**config.mk**
```make
export PLATFORM = sky130hd
export DESIGN_NAME = fetch_unit
export DESIGN_NICKNAME = d
export VERILOG_FILES = /design/src/rtl/fetch_unit_pkg.sv /design/src/rtl/fetch_fifo.sv /design/src/rtl/fetch_unit.sv
export SDC_FILE = /design/constraint.sdc
export NUM_CORES = 1
export LEC_CHECK = 0
export BUFFER_PORTS_ARGS = -buffer_cell sky130_fd_sc_hd__buf_2
export CAP_MARGIN = 15
export CORE_AREA = 2 2 192 194
export DETAILED_ROUTE_END_ITERATION = 8
export DIE_AREA = 0 0 194 196
export GPL_ROUTABILITY_DRIVEN = 0
export GPL_TIMING_DRIVEN = 0
export PLACE_DENSITY = 0.51
export SETUP_SLACK_MARGIN = 0.4
export SYNTH_ARGS = -nofsm -noshare
export SYNTH_HDL_FRONTEND = slang
export SYNTH_SLANG_ARGS = --single-unit
```
**constraint.sdc**
```tcl
create_clock -name clk -period 16.85 [get_ports clk]
set_input_delay 2.5275 -clock clk [delete_from_list [all_inputs] [get_ports clk]]
set_output_delay 2.5275 -clock clk [all_outputs]
set_load 0.005 [all_outputs]
```
**src/rtl/fetch_unit_pkg.sv**
```systemverilog
// Shared types, widths and encodings for the instruction-fetch stage.
// Optional build macro: FETCH_PERF_CNT_EN (fetch/drop performance counters).
`ifndef ADDR_SIZE
`define ADDR_SIZE 32
`endif
`ifndef WORD_LEN
`define WORD_LEN 32
`endif
`ifndef INSTR_BYTES
`define INSTR_BYTES 4
`endif
`ifndef FETCH_S_REQ
`define FETCH_S_REQ 1'b0
`endif
`ifndef FETCH_S_WAIT
`define FETCH_S_WAIT 1'b1
`endif

package fetch_unit_pkg;
  localparam int unsigned ADDR_W      = `ADDR_SIZE;
  localparam int unsigned WORD_W      = `WORD_LEN;
  localparam int unsigned INSTR_BYTES = `INSTR_BYTES;

  typedef enum logic {
    S_REQ  = `FETCH_S_REQ,
    S_WAIT = `FETCH_S_WAIT
  } fetch_state_t;

  typedef struct packed {
    logic [ADDR_W-1:0] pc;
    logic [WORD_W-1:0] instr;
  } fetch_entry_t;
endpackage

```
**src/rtl/fetch_fifo.sv**
```systemverilog
// Small synchronous FIFO with flush; push is accepted when full only alongside a pop.
module fetch_fifo #(
  parameter int unsigned WIDTH = 64,
  parameter int unsigned DEPTH = 2
) (
  input  logic                       clk,
  input  logic                       reset,
  input  logic                       push,
  input  logic                       pop,
  input  logic                       flush,
  output logic                       full,
  output logic                       empty,
  output logic [$clog2(DEPTH):0]     count,
  input  logic [WIDTH-1:0]           din,
  output logic [WIDTH-1:0]           dout
);
  localparam int unsigned PTR_W = $clog2(DEPTH);
  localparam int unsigned CNT_W = PTR_W + 1;

  logic [WIDTH-1:0] mem [DEPTH];
  logic [PTR_W-1:0] rd_ptr;
  logic [PTR_W-1:0] wr_ptr;
  logic             do_push;
  logic             do_pop;

  assign full    = (count == CNT_W'(DEPTH));
  assign empty   = (count == '0);
  assign do_pop  = pop & ~empty;
  assign do_push = push & (~full | do_pop);
  assign dout    = mem[rd_ptr];

  always_ff @(posedge clk or posedge reset) begin
    if (reset) begin
      rd_ptr <= '0;
      wr_ptr <= '0;
      count  <= '0;
      for (int i = 0; i < int'(DEPTH); i++) mem[i] <= '0;
    end else if (flush) begin
      rd_ptr <= '0;
      wr_ptr <= '0;
      count  <= '0;
    end else begin
      if (do_push) begin
        mem[wr_ptr] <= din;
        wr_ptr      <= wr_ptr + PTR_W'(1);
      end
      if (do_pop) rd_ptr <= rd_ptr + PTR_W'(1);
      count <= count + CNT_W'(do_push) - CNT_W'(do_pop);
    end
  end
endmodule

```
**src/rtl/fetch_unit.sv**
```systemverilog
// Fetch stage: owns the fetch PC, one outstanding imem request, {pc, instr} buffer to decode.
// Optional build macro: FETCH_PERF_CNT_EN adds perf_fetched / perf_dropped counters.
module fetch_unit
  import fetch_unit_pkg::*;
#(
  parameter logic [ADDR_W-1:0] RESET_PC   = '0,
  parameter int unsigned       FIFO_DEPTH = 2
) (
  input  logic              clk,
  input  logic              reset,
  input  logic              redirect_valid,
  input  logic [ADDR_W-1:0] redirect_addr,
  output logic              imem_req_valid,
  input  logic              imem_req_ready,
  output logic [ADDR_W-1:0] imem_req_addr,
  input  logic              imem_resp_valid,
  input  logic [WORD_W-1:0] imem_resp_data,
  output logic              if_valid,
  input  logic              if_ready,
  output logic [ADDR_W-1:0] if_pc,
  output logic [WORD_W-1:0] if_instr
`ifdef FETCH_PERF_CNT_EN
  ,
  output logic [WORD_W-1:0] perf_fetched,
  output logic [WORD_W-1:0] perf_dropped
`endif
);
  localparam int unsigned CNT_W = $clog2(FIFO_DEPTH) + 1;

  fetch_state_t      state;
  fetch_state_t      state_n;
  logic [ADDR_W-1:0] fetch_pc;
  logic [ADDR_W-1:0] req_pc;
  logic              drop;
  logic              hs;
  logic              resp;
  logic              push;
  logic              pop;
  logic              fifo_empty;
  logic              fifo_full;
  logic [CNT_W-1:0]  count;
  logic [CNT_W-1:0]  count_n;
  fetch_entry_t      din;
  fetch_entry_t      head;
  logic              unused_sigs;

  assign unused_sigs = ^{redirect_addr[0], fifo_full};

  // Redirect discards any same-cycle push/pop; the FIFO flush does the rest.
  assign hs      = imem_req_valid & imem_req_ready;
  assign resp    = (state == S_WAIT) & imem_resp_valid;
  assign push    = resp & ~drop & ~redirect_valid;
  assign pop     = if_valid & if_ready & ~redirect_valid;
  assign count_n = redirect_valid ? '0 : count + CNT_W'(push) - CNT_W'(pop);
  assign state_n = (state == S_REQ) ? (hs ? S_WAIT : S_REQ)
                                    : (imem_resp_valid ? S_REQ : S_WAIT);

  assign imem_req_addr = fetch_pc;
  assign if_valid      = ~fifo_empty;
  assign if_pc         = head.pc;
  assign if_instr      = head.instr;
  assign din           = '{pc: req_pc, instr: imem_resp_data};

  fetch_fifo #(
    .WIDTH($bits(fetch_entry_t)),
    .DEPTH(FIFO_DEPTH)
  ) u_fifo (
    .clk   (clk),
    .reset (reset),
    .push  (push),
    .pop   (pop),
    .flush (redirect_valid),
    .full  (fifo_full),
    .empty (fifo_empty),
    .count (count),
    .din   (din),
    .dout  (head)
  );

  // Request FSM; request valid is registered from next state and next occupancy.
  always_ff @(posedge clk or posedge reset) begin
    if (reset) begin
      state          <= S_REQ;
      fetch_pc       <= RESET_PC;
      req_pc         <= '0;
      drop           <= 1'b0;
      imem_req_valid <= 1'b0;
    end else begin
      state          <= state_n;
      imem_req_valid <= (state_n == S_REQ) && (count_n < CNT_W'(FIFO_DEPTH));
      if (hs) req_pc <= fetch_pc;
      if (redirect_valid)
        fetch_pc <= {redirect_addr[ADDR_W-1:1], 1'b0};
      else if (hs)
        fetch_pc <= fetch_pc + ADDR_W'(INSTR_BYTES);
      // An in-flight request at redirect time must have its response killed.
      if (redirect_valid)
        drop <= ((state == S_WAIT) && !imem_resp_valid) || hs;
      else if (resp)
        drop <= 1'b0;
    end
  end

`ifdef FETCH_PERF_CNT_EN
  always_ff @(posedge clk or posedge reset) begin
    if (reset) begin
      perf_fetched <= '0;
      perf_dropped <= '0;
    end else begin
      if (push) perf_fetched <= perf_fetched + WORD_W'(1);
      if (resp && (drop || redirect_valid)) perf_dropped <= perf_dropped + WORD_W'(1);
    end
  end
`endif
endmodule

```
==> reports/metrics.csv <==
stage,metric,value,unit
run_status,outcome,finished clean,
run,drv_cap,0,
yosys,synthCells,665,
critical_path,reg2reg_to,u_fifo.mem[120],
timing,tightest_slew,1.02,ns
critical_path,crit_end,if_pc[31],
yosys,synth_top_cell_area_share,0.551,
pwr,internal-power,1.15,mW
routing,ant_nets,0,
clock_network,path_clk_slew,0.08,ns
timing,fmax,190,MHz
yosys,yosysUniqueCellTypes,45,
layout,layout.nets,924,
critical_path,worst_path_max_delay_cell,clkbuf_1,
timing,relSlewSlack,0.311,
global_routing,grt_pass1_wl,37800,um
die,core,36100,um2
routing,first_pass_iters,4,
yosys,synth_seq_cells,195,
timing,rsz0062_at_grt,false,
global_routing,antenna_found_initial,0,
critical_path,cp-end-kind,output pin,
die,rows,70,
yosys,yosys_most_used_dff,dfrtp_1,
yosys,synth.area.top_cells,"dfrtp_1 55%, mux2_2 27%, nand2_1 1.7%",
pwr,pwr_density_cell,150,nW/um2
die,die_area,38000,um2
critical_path,cp-startpoint,u_fifo.rd_ptr,
global_routing,grt_max_degree,119,
pwr,p_sw,0.489,mW
die,die-height,196,um
clock_network,cts_tree,yes,
worst_hold_path,hold_path_class,flop to flop,
yosys,synth_edf_count,0,
timing,post-route-period-util,0.312,
routing,avgRoutedWirePerCell,18.0,um
timing,setup_ws,11.59,ns
timing,setup_tns,0,ns
placed_design,dp_hpwl,17000,um
yosys,yosys.area.top_type,dfrtp_1,
yosys,synth-seq-area-share,0.551,
pwr,leakage,4.94,nW
critical_path,cp_max_fo,10,
layout,regArea,4880,um2
yosys,yosysWarnings,0,
layout,post-route-util,0.303,
critical_path,arrival,2.73,ns
pwr,comb_power_share,0.279,
placed_design,pre_cts_slack,11.94,ns
critical_path,rr_worst_depth,6,
timing,hold_viol_final,0,
critical_path,startpoint_type,flop,
yosys,synth.avg_cell_area,13.3,um2
routing,routed_wl,24000,um
critical_path,slowest_delay,0.70,ns
routing,drtIter0Drc,233,
timing,whs,0.502,ns
placed_design,port_buffers,164,
clock_network,cts_buffer_depth,2,
critical_path,cp_cell_sequence,clkbuf_1 > clkbuf_1 > mux2_2 > buf_2,
critical_path,crit_type,flop to output pin,
clock_network,root_buffer,clkbuf_16,
die,die_w,194,um
global_routing,overflow,0,
pwr,p_clk_frac,0.271,
critical_path,path_common_cell,clkbuf_1,
pwr,switching_share,0.299,
pwr,finalPower,1.64,mW
yosys,synth_common_cells,"214 x mux2_2, 195 x dfrtp_1, 41 x nand2_1, 21 x nor2_1, 21 x o21ai_0",
clock_network,cts_htree_levels,4,
clock_network,cts_buffers,17,
critical_path,r2r-start,state,
die,io_pins,168,
routing,dr_total_vias,5871,
pwr,vdd_drop_max,0.0000758,V
layout,multi_input_area,3670,um2
clock_network,post-cts-setup-buffers,0,
yosys,syn-cell-area,8850,um2
yosys,synth.most_common_cell,mux2_2,
clock_network,clk_latency,0.45,ns
clock_network,postCtsHoldBufs,0,
routing,vias_per_cell,4.41,
routing,drc,0,
critical_path,r2r_slack,14.42,ns
timing,skew,0.0157,ns
critical_path,cp.required,14.32,ns
timing,drv_slew,0,
layout,area_delta_synth_final,23.6,%
yosys,ys_async_sr_fraction,1.00,
pwr,pwr-share-seq,0.450,
layout,nFillCells,3696,
timing,min_period,5.26,ns
die,start_util,0.245,
timing,setup_viol,0,
clock_network,clock_sinks,195,
global_routing,grt_usage,0.130,
layout,drive_above_1_share,0.513,
clock_network,post_cts_resized,0,
global_routing,grt_pass1_vias,6180,
-- layout by cell type (no fill, tap or decap), drive strengths merged, types with 4 or more instances in the layout --
cell type,netlist,routed
xnor2,15,15
nand4,14,14
inv,10,16
nand2,41,41
clkinv,0,4
clkbuf,16,33
mux2,214,214
o311ai,6,6
or2,5,5
nand3,14,14
or4,8,8
dfrtp,195,195
nor2,21,21
o31ai,6,6
xor2,4,4
ha,4,4
a31oi,11,11
buf,22,187
nor4,7,7
nor3,4,4
o21ai,21,21
-- through the flow --
stage                     cell area, um2  std cells
after floorplan                     8850        666
after global placement             10300       1298
final                              10900       1332
after detailed placement           10300       1299
after CTS                          10900       1331
after global routing               10900       1331
-- worst max-delay path: cells and delay by family (launching register included) --
family	cells	cell delay (ns)
DFF	1	0.33
buffers and inverters	3	1.48
muxes	1	0.47
-- flip-flops by register name, summed over array words and instances (netlist names) --
| register | flops |
|---|---|
| u_fifo.mem | 126 |
| imem_req_addr | 31 |
| req_pc | 31 |
| u_fifo.count | 2 |
| drop | 1 |
| imem_req_valid | 1 |
| state | 1 |
| u_fifo.rd_ptr | 1 |
| u_fifo.wr_ptr | 1 |
-- routing by layer --
metal,track usage,vias to the layer above,routed length (um)
met5,0,-,0
met4,0.0404,0,310
met3,0.0313,18,1050
met2,0.204,126,11000
met1,0.178,2952,11700
li1,-,2775,-
-- worst min-delay path by stage --
stage                           endpoint            from  slack (ns)  cells after the start
after CTS                  u_fifo.mem[4]   u_fifo.mem[4]        0.51                      1
after detailed placement  u_fifo.mem[51]  u_fifo.mem[51]        0.49                      1
final                     u_fifo.mem[62]  u_fifo.mem[62]        0.50                      1
after global routing      u_fifo.mem[51]  u_fifo.mem[51]        0.52                      1
after global placement     u_fifo.mem[5]   u_fifo.mem[5]        0.48                      1
after floorplan                req_pc[4]       req_pc[4]        0.46                      2
-- cell type report --
class | count | area share
flip-flops and latches | 195 | 0.446
well taps | 468 | 0.0535
plain buffers | 39 | 0.0246
multi-input cells | 422 | 0.335
clock buffers | 17 | 0.0389
diodes | 1 | 0.000229
inverters | 10 | 0.00412
clock inverters | 15 | 0.0198
repair buffers | 165 | 0.0776
-- cells by family after synthesis --
family / synth area share
compound gates: 0.0397
xor+xnor: 0.0188
fa+ha+maj: 0.00566
buf+inv: 0.0346
flops: 0.551
mux: 0.273
other cells: 0.000424
simple gates: 0.0758
-- power groups by stage --
stage	Sequential (mW)	Clock [mW]	Combinational [mW]
2_1_floorplan	0.712	0	0.302
3_3_place_gp	0.741	0	0.462
3_5_place_dp	0.747	0	0.468
4_1_cts	0.737	0.459	0.471
5_1_grt	0.763	0.479	0.506
6_report	0.736	0.444	0.457
Power figures use the tool's default switching activity.
